$ cat src/rtl/ft_pkg.sv
// Shared types and default sizing for the duplicated-core register-file recovery block.
package ft_pkg;

  localparam int unsigned FT_NUM_REGS = 32;
  localparam int unsigned FT_ADDR_W   = 5;
  localparam int unsigned FT_DATA_W   = 32;

  typedef enum logic [1:0] {
    IDLE    = 2'd0,
    HALT    = 2'd1,
    RESTORE = 2'd2,
    RELEASE = 2'd3
  } rec_state_e;

endpackage

$ cat src/rtl/golden_rf.sv
// Golden register file: one write port, two combinational read ports, x0 reads as zero.
module golden_rf
  import ft_pkg::*;
#(
  parameter int unsigned NUM_REGS = FT_NUM_REGS,
  parameter int unsigned ADDR_W   = FT_ADDR_W,
  parameter int unsigned DATA_W   = FT_DATA_W
) (
  input  logic              clk,
  input  logic              rst_n,
  input  logic              we_i,
  input  logic [ADDR_W-1:0] waddr_i,
  input  logic [DATA_W-1:0] wdata_i,
  input  logic [ADDR_W-1:0] raddr_a_i,
  output logic [DATA_W-1:0] rdata_a_o,
  input  logic [ADDR_W-1:0] raddr_b_i,
  output logic [DATA_W-1:0] rdata_b_o
);

  logic [DATA_W-1:0] mem_q [NUM_REGS];

  // x0 is never written, so its entry stays at the reset value.
  always_ff @(posedge clk or negedge rst_n) begin
    if (!rst_n) begin
      for (int i = 0; i < int'(NUM_REGS); i++) begin
        mem_q[i] <= '0;
      end
    end else if (we_i && (waddr_i != '0)) begin
      mem_q[waddr_i] <= wdata_i;
    end
  end

  assign rdata_a_o = (raddr_a_i == '0) ? '0 : mem_q[raddr_a_i];
  assign rdata_b_o = (raddr_b_i == '0) ? '0 : mem_q[raddr_b_i];

endmodule

$ cat src/rtl/ft_rf_recovery.sv
// Commits agreed writes to the golden file and, on a core mismatch, halts both cores and
// streams the golden contents back. Optional mismatch counter under FT_ERR_COUNT_EN.
module ft_rf_recovery
  import ft_pkg::*;
#(
  parameter int unsigned NUM_REGS  = FT_NUM_REGS,
  parameter int unsigned ADDR_W    = FT_ADDR_W,
  parameter int unsigned DATA_W    = FT_DATA_W
`ifdef FT_ERR_COUNT_EN
  ,
  parameter int unsigned ERR_CNT_W = 8
`endif
) (
  input  logic              clk,
  input  logic              rst_n,
  input  logic              w_en,
  input  logic [ADDR_W-1:0] w_addr,
  input  logic [DATA_W-1:0] data,
  input  logic              error,
  output logic              halt,
  output logic              resume,
  output logic              rst_we,
  output logic [ADDR_W-1:0] rst_addr,
  output logic [DATA_W-1:0] rst_data,
  input  logic [ADDR_W-1:0] rd_addr,
  output logic [DATA_W-1:0] rd_data,
  output logic              busy
`ifdef FT_ERR_COUNT_EN
  ,
  output logic [ERR_CNT_W-1:0] err_count
`endif
);

  localparam logic [ADDR_W-1:0] LAST_PTR = ADDR_W'(NUM_REGS - 1);

  rec_state_e        state_q, state_d;
  logic [ADDR_W-1:0] ptr_q, ptr_d;
  logic              commit;
  logic [DATA_W-1:0] restore_rd;

  golden_rf #(
    .NUM_REGS (NUM_REGS),
    .ADDR_W   (ADDR_W),
    .DATA_W   (DATA_W)
  ) u_golden (
    .clk       (clk),
    .rst_n     (rst_n),
    .we_i      (commit),
    .waddr_i   (w_addr),
    .wdata_i   (data),
    .raddr_a_i (ptr_q),
    .rdata_a_o (restore_rd),
    .raddr_b_i (rd_addr),
    .rdata_b_o (rd_data)
  );

  // State register and restore pointer.
  always_ff @(posedge clk or negedge rst_n) begin
    if (!rst_n) begin
      state_q <= IDLE;
      ptr_q   <= '0;
    end else begin
      state_q <= state_d;
      ptr_q   <= ptr_d;
    end
  end

  // Next state; the pointer stops at the last register instead of wrapping.
  always_comb begin
    state_d = state_q;
    ptr_d   = ptr_q;
    case (state_q)
      IDLE: begin
        if (error) state_d = HALT;
      end
      HALT: begin
        ptr_d   = ADDR_W'(1);
        state_d = RESTORE;
      end
      RESTORE: begin
        if (ptr_q == LAST_PTR) begin
          ptr_d   = '0;
          state_d = RELEASE;
        end else begin
          ptr_d = ptr_q + ADDR_W'(1);
        end
      end
      RELEASE: state_d = IDLE;
      default: state_d = IDLE;
    endcase
  end

  // Moore outputs; a mismatch in the same cycle suppresses the commit.
  always_comb begin
    halt     = (state_q != IDLE);
    busy     = (state_q != IDLE);
    resume   = (state_q == RELEASE);
    rst_we   = (state_q == RESTORE);
    rst_addr = (state_q == RESTORE) ? ptr_q : '0;
    rst_data = (state_q == RESTORE) ? restore_rd : '0;
    commit   = (state_q == IDLE) && !error && w_en && (w_addr != '0);
  end

`ifdef FT_ERR_COUNT_EN
  logic [ERR_CNT_W-1:0] err_cnt_q;

  // Saturating count of recoveries entered.
  always_ff @(posedge clk or negedge rst_n) begin
    if (!rst_n) begin
      err_cnt_q <= '0;
    end else if ((state_q == IDLE) && error && (err_cnt_q != '1)) begin
      err_cnt_q <= err_cnt_q + ERR_CNT_W'(1);
    end
  end

  assign err_count = err_cnt_q;
`endif

endmodule

$ cat config.mk
export PLATFORM = sky130hd
export DESIGN_NAME = ft_rf_recovery
export DESIGN_NICKNAME = d
export VERILOG_FILES = /design/src/rtl/ft_pkg.sv /design/src/rtl/golden_rf.sv /design/src/rtl/ft_rf_recovery.sv
export SDC_FILE = /design/constraint.sdc
export NUM_CORES = 2
export LEC_CHECK = 0
export CAP_MARGIN = 20
export CORE_MARGIN = 4
export CORE_UTILIZATION = 46
export CTS_CLUSTER_SIZE = 28
export DETAILED_ROUTE_END_ITERATION = 6
export PLACE_DENSITY = 0.74
export SLEW_MARGIN = 40
export SYNTH_ARGS = -nofsm -noshare
export SYNTH_HDL_FRONTEND = slang
export SYNTH_SLANG_ARGS = --single-unit
$ cat constraint.sdc
create_clock -name clk -period 6.03 [get_ports clk]
set_clock_uncertainty 0.1 [all_clocks]
set_input_delay 1.206 -clock clk [delete_from_list [all_inputs] [get_ports clk]]
set_output_delay 1.206 -clock clk [all_outputs]
set_load 0.01 [all_outputs]
==> impl_metrics.env <==
export IMPL_setup_tns_ns=0
export IMPL_grt_first_pass_wirelength_um=254000
export IMPL_layout_drive_gt1_share_pct=49.53
export IMPL_core_area_sq_mm=0.1181
export IMPL_yosysTopAreaCell="dfrtp_1"
export IMPL_netlist_area_sq_mm=0.05470
export IMPL_ir_drop_mv=0.2397
export IMPL_finalSetupViolCount=0
export IMPL_clk_latency_ns=0.68
export IMPL_drt_pass1_iter_count=5
export IMPL_clock_sinks=1031
export IMPL_fmax_mhz=167.1
export IMPL_grt_overflow_total=0
export IMPL_yosys_warnings=0
export IMPL_grtUsageTotal_pct=27.08
export IMPL_max_cap_violations=0
export IMPL_cp_startpoint="rd_addr[3]"
export IMPL_synth_commonest_cells="dfrtp_1 (1031), mux2_2 (1031), mux4_2 (386)"
export IMPL_routabilityCongestion=0.8492
export IMPL_drc=0
export IMPL_synth_edf_count=0
export IMPL_synthTopCellsByArea="dfrtp_1 (47%), mux2_2 (21%), mux4_2 (16%), mux2i_1 (3.5%), clkbuf_1 (1.6%)"
export IMPL_power_density_mw_per_mm2=325.5
export IMPL_clockBufferDepth=3
export IMPL_crit_path_frequent_cell="clkdlybuf4s50_1"
export IMPL_crit_required_ns=4.72
export IMPL_synth_cell_types=54
export IMPL_ant_nets=0
export IMPL_hold_violations=0
export IMPL_synthesis_nets=3767
export IMPL_crit_slowest_cell="clkdlybuf4s50_1"
export IMPL_path_cells="clkdlybuf4s50_1 -> or3b_4 -> buf_12 -> o22ai_1 -> a2111oi_0 -> nor3_1 -> buf_4 -> clkdlybuf4s50_1"
export IMPL_worst_pin_slew_ns=0.9371
export IMPL_rsz0062_at_grt="no"
export IMPL_hp_class="register to register"
export IMPL_cts_root_buffer="clkbuf_16"
export IMPL_status="completed"
export IMPL_num_nets_final=3716
export IMPL_startpoint_type="primary input"
export IMPL_path_clk_slew_ns=0.06
export IMPL_maxSlewViolCount=0
export IMPL_dp_hpwl_um=105800
export IMPL_wl_per_cell_um=32.32
export IMPL_cpPeakStageDelay_ns=0.87
export IMPL_antenna_found_initial=7
export IMPL_start_util_pct=46.33
export IMPL_min_period_ns=5.984
export IMPL_critPathCaptureType="output port"
export IMPL_drt_total_wl_um=170900
export IMPL_die_h_um=352.8
export IMPL_reg2reg_from="state_q[0]$_DFFE_PN0P_"
export IMPL_num_rows=126
export IMPL_cts_tree="yes"
export IMPL_grt_pass1_vias=37160
export IMPL_viasPerCell=6.863
export IMPL_hp_start="u_golden.mem_q[1015]$_DFFE_PN0P_"
export IMPL_synthCells=3714
export IMPL_synth_seq_cells=1031
export IMPL_synth_main_ff_cell="dfrtp_1"
export IMPL_h_tree_depth=3
export IMPL_cts_buffers=108
export IMPL_yosysTopAreaCellShare_pct=47.16
export IMPL_postSynthAreaPerCell_sq_um=14.73
export IMPL_p_leak_nw=27.94
export IMPL_synth_seq_area_share_pct=47.16
export IMPL_synthArstFlopShare_pct=100.0
export IMPL_synthToLayoutAreaGrowth_pct=12.25
export IMPL_io_buffer_count=118
export IMPL_power_mw=19.99
export IMPL_drtIter0Drc=4076
export IMPL_slew_headroom_pct=37.38
export IMPL_io_pins=119
export IMPL_dr_total_vias=36297
export IMPL_grt_max_degree=149
export IMPL_crit_fanout=20
export IMPL_hold_buffers=0
export IMPL_path_class="primary input to output port"
export IMPL_cp_arrival_ns=4.68
export IMPL_die_area_sq_mm=0.1245
export IMPL_min_period_over_period_pct=99.24
export IMPL_dieWidth_um=352.8
critical path: cells and delay by family:
family | cells | cell delay, ns
AND/OR/NAND/NOR | 2 | 0.76
AO/OA/AOI/OAI | 2 | 0.86
buffers and inverters | 4 | 1.83
per-layer routing:
| layer | vias to the layer above | GRT usage [%] | part of all wire (%) |
|---|---|---|---|
| met5 | - | 0 | 0.022 |
| met4 | 6 | 10.17 | 4.2 |
| met3 | 420 | 7.091 | 11 |
| met2 | 2039 | 40.76 | 45 |
| met1 | 19528 | 37.94 | 40 |
| li1 | 14304 | - | - |
where the power goes:
group          total, mW  internal (mW)  switching [mW]
sequential          8.55           7.80           0.746
clock               6.90           4.02            2.89
combinational       4.54           2.27            2.27
logic make-up after synthesis:
group                    Yosys count  synth area share [%]
flip-flops                      1031                 47.16
buffers and inverters            448                 3.840
AND/OR/NAND/NOR                  236                 2.219
adder cells (fa/ha/maj)            7                0.1601
multiplexers                    1634                 41.14
AO/OA/AOI/OAI                    358                 5.478
cell type report:
cell class,count,area [sq um]
fillers,9588,56680
multi-input cells,2235,27120
flip-flops and latches,1031,25820
clock buffers,156,3193
repair buffers,277,2826
well taps,1536,1922
clock inverters,42,486.7
inverters,10,37.54
diodes,2,5.005
through the flow:
step | cell area (sq um) | hold WS [ns] | std cells | setup WS [ns] | util [%]
2_1_floorplan | 54700 | 0.3413 | 3714 | 1.901 | -
6_report | 61410 | 0.3019 | 5289 | 0.04578 | 52.00
4_1_cts | 61330 | 0.2986 | 5285 | 0.07644 | 51.94
3_5_place_dp | 57650 | 0.2853 | 5087 | 0.1519 | 48.82
5_1_grt | 61400 | 0.3061 | 5288 | 0.02357 | 52.00
3_3_place_gp | 57580 | 0.2794 | 5078 | 0.06161 | 48.77
final timing paths:
| kind | to | slack [ns] | cells past startpoint |
|---|---|---|---|
| worst max-delay path | rd_data[21] | 0.05 | 8 |
| worst min register to register | u_golden.mem_q[1015]$_DFFE_PN0P_ | 0.30 | 0 |
| worst max register to register | u_golden.mem_q[176]$_DFFE_PN0P_ | 2.79 | 7 |
| worst min-delay path | u_golden.mem_q[1015]$_DFFE_PN0P_ | 0.30 | 0 |
| min in group asynchronous | u_golden.mem_q[288]$_DFFE_PN0P_ | 0.33 | 1 |
| max in group asynchronous | u_golden.mem_q[492]$_DFFE_PN0P_ | 3.90 | 4 |
cell usage in the layout, fill, tap and decap left out, types with 33 or more instances in the layout:
cell and n:
mux2_2 1031, dfrtp_1 1026, mux4_2 386, mux2i_1 194
buf_4 114, clkbuf_16 108, a22o_1 92, clkdlybuf4s50_1 81
o221ai_1 62, nand2_1 44, buf_12 38, nand3_1 36
and3_1 33
sequential cells by signal, summed over array words and instances, names as in the netlist:
register	count
u_golden.mem_q	1024
ptr_q	5
state_q	2
timing repair:
action	in CTS	in global routing
resized for setup	0	1
setup endpoints to repair	0	1
buffers inserted	0	0
Power figures use the tool's default switching activity.
